===== src/rtl/mem_sram_responder.sv =====
// rtl/mem_sram_responder.sv - 32-bit word command responder over a 16-bit async SRAM
module mem_sram_responder #(
    parameter int ADDR_W      = 17,
    parameter int WAIT_CYCLES = 2
) (
    input  logic              clk,
    input  logic              rst,
    input  logic [1:0]        mem_cmd,
    input  logic [ADDR_W-1:0] mem_addr,
    input  logic [31:0]       mem_wr_data,
    output logic [31:0]       mem_rd_data,
    output logic              mem_rd_valid,
    output logic              mem_wr_done,
    output logic              mem_ready,
    output logic              mem_cmd_drop,
    output logic [ADDR_W:0]   sram_addr,
    output logic [15:0]       sram_dq_o,
    input  logic [15:0]       sram_dq_i,
    output logic              sram_dq_oe,
    output logic              sram_ce_n,
    output logic              sram_oe_n,
    output logic              sram_we_n,
    output logic              sram_ub_n,
    output logic              sram_lb_n
);
    localparam logic [2:0] IDLE      = 3'd0;
    localparam logic [2:0] RD_HI     = 3'd1;
    localparam logic [2:0] RD_LO     = 3'd2;
    localparam logic [2:0] WR_HI     = 3'd3;
    localparam logic [2:0] WR_HI_REC = 3'd4;
    localparam logic [2:0] WR_LO     = 3'd5;
    localparam logic [2:0] WR_LO_REC = 3'd6;

    localparam logic [1:0] CMD_RD = 2'b01;
    localparam logic [1:0] CMD_WR = 2'b10;

    // Width of at least one bit even when WAIT_CYCLES is zero.
    localparam int CNT_W = $clog2(WAIT_CYCLES + 2);
    localparam logic [CNT_W-1:0] CNT_LOAD = CNT_W'(WAIT_CYCLES);

    logic [2:0]        state;
    logic [CNT_W-1:0]  cnt;
    logic [ADDR_W-1:0] addr_q;
    logic [15:0]       wr_lo_q;
    logic [15:0]       hi_reg;
    logic              last;

    assign last = (cnt == '0);

    always_ff @(posedge clk) begin
        if (rst) begin
            state        <= IDLE;
            cnt          <= '0;
            addr_q       <= '0;
            wr_lo_q      <= '0;
            hi_reg       <= '0;
            mem_rd_data  <= '0;
            mem_rd_valid <= 1'b0;
            mem_wr_done  <= 1'b0;
            mem_ready    <= 1'b1;
            mem_cmd_drop <= 1'b0;
            sram_addr    <= '0;
            sram_dq_o    <= '0;
            sram_dq_oe   <= 1'b0;
            sram_ce_n    <= 1'b1;
            sram_oe_n    <= 1'b1;
            sram_we_n    <= 1'b1;
            sram_ub_n    <= 1'b1;
            sram_lb_n    <= 1'b1;
        end else begin
            mem_rd_valid <= 1'b0;
            mem_wr_done  <= 1'b0;
            if (state != IDLE && (mem_cmd == CMD_RD || mem_cmd == CMD_WR))
                mem_cmd_drop <= 1'b1;

            case (state)
                IDLE: begin
                    if (mem_cmd == CMD_RD) begin
                        addr_q    <= mem_addr;
                        sram_addr <= {mem_addr, 1'b0};
                        sram_ce_n <= 1'b0;
                        sram_oe_n <= 1'b0;
                        sram_ub_n <= 1'b0;
                        sram_lb_n <= 1'b0;
                        mem_ready <= 1'b0;
                        cnt       <= CNT_LOAD;
                        state     <= RD_HI;
                    end else if (mem_cmd == CMD_WR) begin
                        addr_q     <= mem_addr;
                        wr_lo_q    <= mem_wr_data[15:0];
                        sram_addr  <= {mem_addr, 1'b0};
                        sram_dq_o  <= mem_wr_data[31:16];
                        sram_dq_oe <= 1'b1;
                        sram_ce_n  <= 1'b0;
                        sram_we_n  <= 1'b0;
                        sram_ub_n  <= 1'b0;
                        sram_lb_n  <= 1'b0;
                        mem_ready  <= 1'b0;
                        cnt        <= CNT_LOAD;
                        state      <= WR_HI;
                    end
                end
                RD_HI: begin
                    if (last) begin
                        hi_reg    <= sram_dq_i;
                        sram_addr <= {addr_q, 1'b1};
                        cnt       <= CNT_LOAD;
                        state     <= RD_LO;
                    end else begin
                        cnt <= cnt - 1'b1;
                    end
                end
                RD_LO: begin
                    if (last) begin
                        mem_rd_data  <= {hi_reg, sram_dq_i};
                        mem_rd_valid <= 1'b1;
                        sram_ce_n    <= 1'b1;
                        sram_oe_n    <= 1'b1;
                        sram_ub_n    <= 1'b1;
                        sram_lb_n    <= 1'b1;
                        mem_ready    <= 1'b1;
                        state        <= IDLE;
                    end else begin
                        cnt <= cnt - 1'b1;
                    end
                end
                WR_HI: begin
                    if (last) begin
                        sram_we_n <= 1'b1;
                        state     <= WR_HI_REC;
                    end else begin
                        cnt <= cnt - 1'b1;
                    end
                end
                WR_HI_REC: begin
                    // Address and data change only while we_n is high.
                    sram_addr <= {addr_q, 1'b1};
                    sram_dq_o <= wr_lo_q;
                    sram_we_n <= 1'b0;
                    cnt       <= CNT_LOAD;
                    state     <= WR_LO;
                end
                WR_LO: begin
                    if (last) begin
                        sram_we_n <= 1'b1;
                        state     <= WR_LO_REC;
                    end else begin
                        cnt <= cnt - 1'b1;
                    end
                end
                WR_LO_REC: begin
                    sram_ce_n   <= 1'b1;
                    sram_dq_oe  <= 1'b0;
                    sram_ub_n   <= 1'b1;
                    sram_lb_n   <= 1'b1;
                    mem_wr_done <= 1'b1;
                    mem_ready   <= 1'b1;
                    state       <= IDLE;
                end
                default: state <= IDLE;
            endcase
        end
    end
endmodule


===== config.mk =====
export PLATFORM = sky130hd
export DESIGN_NAME = mem_sram_responder
export DESIGN_NICKNAME = d
export VERILOG_FILES = /design/src/rtl/mem_sram_responder.sv
export SDC_FILE = /design/constraint.sdc
export NUM_CORES = 1
export LEC_CHECK = 0
export ABC_AREA = 0
export CAP_MARGIN = 20
export CORE_ASPECT_RATIO = 1.5
export CORE_MARGIN = 4
export CORE_UTILIZATION = 48
export DETAILED_ROUTE_END_ITERATION = 6
export PLACE_DENSITY_LB_ADDON = 0.12
export SLEW_MARGIN = 0
export SYNTH_ARGS = -nofsm -noshare
export SYNTH_HDL_FRONTEND = slang
export SYNTH_SLANG_ARGS = --single-unit

===== constraint.sdc =====
create_clock -name clk -period 1.67 [get_ports clk]
set_input_delay 0.167 -clock clk [delete_from_list [all_inputs] [get_ports clk]]
set_output_delay 0.167 -clock clk [all_outputs]
set_load 0.01 [all_outputs]

==> results.yml <==
power:
  p_clk_frac: 0.352
  seqPwrFrac: 0.357
  p_int_mw: 7.26
  peakVddDrop_v: 0.000847
  power.total_mw: 10.3
  power_frac_comb: 0.291
  powerDensity_nw_per_um2: 1350
  p_sw_mw: 3.07
  switching_share: 0.297
  p_leak_nw: 2.77
synthesis:
  synth.avg_cell_area_um2: 8.27
  netlist.area_leader.share: 0.494
  synth.yosys.warnings: 0
  syn_inst: 623
  ys_top_cells_by_area: "dfxtp_1 (49%), nand2_1 (13%), a21oi_1 (8.7%)"
  synth_top_cell_by_area: "dfxtp_1"
  syn_nets: 697
  synthesis.area_um2: 5150
  ys_seq_elements: 127
  ys_seq_area_frac: 0.494
  ys_types: 42
route:
  ant_nets: 0
  drt_iter0_drc: 233
  via_per_inst: 5.24
  wire_per_inst_um: 15.1
  drc: 0
  vias: 4876
  drtPass1Iterations: 4
  wirelength_mm: 14.1
placed_design:
  routabilityCongestion: 0.863
  place_hpwl_mm: 9.51
  dpl_worst_slack_ps: -382
  io_buffers: 144
setup_path:
  critPathCaptureType: "flop"
  max_stage_delay_ps: 470
  cpMaxStageDelayCell: "clkdlybuf4s50_1"
  worst-path-buf-inv: 5
  path_class: "in2reg"
  cp.arrival_ps: 1930
  worstReg2RegStart: "cnt[1]"
  cp_top_family: "buffers and inverters"
  crit_chain: "clkdlybuf4s50_1 > inv_1 > ha_4 > nor2b_2 > o31ai_4 > buf_6 > buf_6 > clkbuf_16 > a211oi_1"
  required_ps: 1960
  path_max_fanout: 17
  crit_top_cell: "buf_6"
  cp-start-kind: "primary input"
  crit_cells: 9
  ff2ff_path_depth: 8
  crit_start: "mem_cmd[0]"
layout:
  multi_input_area_um2: 2370
  area_growth_pct: 48.2
  ff_latch_area_um2: 2550
  layout-drive-gt1-share: 0.130
  final_common_cell: "nand2_1"
  diodes: 0
  post-route-util: 0.725
  nFillCells: 819
  layout.nets: 848
  regMostFlops: "mem_rd_data"
  most-common-layout-cells: "nand2_1 (184), clkdlybuf4s50_1 (143), dfxtp_1 (123)"
  top_regs: "mem_rd_data x32, sram_addr x18, addr_q x17"
  largest_reg_flops: 32
clocking:
  cts_root_buf: "clkbuf_16"
  hold_buffers: 0
  clock-sinks: 127
  cts_buffers: 17
  clk_latency_ps: 410
  clockBufferDepth: 2
  path_clk_slew_ps: 60
  htree_levels: 4
  cts_tree: "done"
sta:
  timing.slew.headroom: 0.715
  setup_viol: 0
  max_freq_mhz: 609
  slew_violations: 0
  hold_viol_final: 0
  layout_worst_path_cycle_share: 0.983
  rsz0062_at_grt: "yes"
  worst_pin_slew_ps: 424
  worst_hold_slack_ps: 171
  fin_skew_ps: 12.5
  fin_ws_ps: 28.4
  min_period_ps: 1640
job:
  drv_cap: 0
die:
  die_width_um: 92.6
  io_pins: 145
  die_y_um: 135
  fp.dieArea_um2: 12500
  fp.coreArea_um2: 10500
  initial_core_util: 0.489
  rows: 46
worst_hold_path:
  hold_path_class: "in2reg"
  whs_path_depth: 2
  hold_start: "rst"
global_routing:
  antenna_found_initial: 0
  grt_usage: 0.222
  grt_max_degree: 39
  grt_first_pass_wirelength_mm: 22.3
  grt_overflow_total: 0
  grt_pass1_vias: 4823
run_status:
  status: "finished clean"
[worst paths after layout]
| path | to | slack (ps) |
|---|---|---|
| hold / removal | state[1] | 170 |
| setup reg to reg | sram_addr[15] | 90 |
| setup / recovery | sram_addr[1] | 30 |
| hold reg to reg | mem_rd_data[19] | 450 |
[Yosys cell counts, drive strengths merged]
master	instances
a311oi	16
nand2b	6
a2bb2oi	1
o21bai	1
nor3	2
ha	5
a221oi	1
o31ai	2
o21a	1
a21oi	91
dfxtp	127
a31oi	2
mux2i	17
and2	1
nor2	50
a211oi	17
clkbuf	23
and3	1
o211ai	1
o21ai	8
nand3b	2
or4b	1
inv	5
nand2	184
buf	30
or4	1
a22o	1
nand4bb	1
nor2b	5
nand3	18
nor4	1
and3b	1
[per-stage QoR]
stage / TNS [ps] / cells / area, um^2
finish: 0 / 931 / 7630
global route: -102 / 931 / 7630
CTS: 0 / 926 / 7500
detailed placement: -13020 / 894 / 6890
global placement: -11700 / 894 / 6890
floorplan: 0 / 623 / 5150
[what timing repair did]
item / in CTS / in global routing
setup buffers: 0 / 3
endpoints found under the setup margin: 2 / 54
pin swaps: 0 / 1
gates resized for setup: 3 / 12
cloned: 0 / 2
[final cells by class]
| type | count | share of cell area |
|---|---|---|
| Tap cell | 144 | 0.0236 |
| Multi-Input combinational cell | 438 | 0.310 |
| Sequential cell | 127 | 0.334 |
| Inverter | 5 | 0.00246 |
| Clock buffer | 21 | 0.0603 |
| Timing Repair Buffer | 185 | 0.252 |
| Clock inverter | 11 | 0.0172 |
[power by group through the flow]
stage          clock network, mW  logic [mW]  registers (mW)
3_3_place_gp                   0        2.68            3.72
5_1_grt                     3.85        3.25            3.74
6_report                    3.63        3.01            3.69
3_5_place_dp                   0        2.75            3.74
4_1_cts                     3.68        2.79            3.69
2_1_floorplan                  0        1.48            3.78
[logic make-up (layout without fill, tap and decap cells)]
family	after synthesis	in the layout	share of synthesized area
simple gates	274	274	0.224
compound gates	142	142	0.178
flops	127	127	0.494
buf+inv	58	222	0.0593
mux	17	17	0.0330
fa+ha+maj	5	5	0.0121
[worst register-to-register path, cell delays in order, from the launching register on]
cell       delay, ps
dfxtp_1          350
inv_1             90
ha_4             200
nand4bb_4        120
o31ai_4           90
buf_6            130
buf_6            110
clkbuf_16        180
a211oi_1         210
[metal layers]
| metal | vias to the layer above | global-route usage | routed length [um] |
|---|---|---|---|
| met2 | 182 | 0.396 | 7570 |
| met4 | 0 | 0.0926 | 383 |
| met5 | - | 0 | 0 |
| met1 | 2261 | 0.242 | 5240 |
| met3 | 37 | 0.0674 | 892 |
| li1 | 2396 | - | - |
Note: power is estimated with default switching activity, not from simulation.
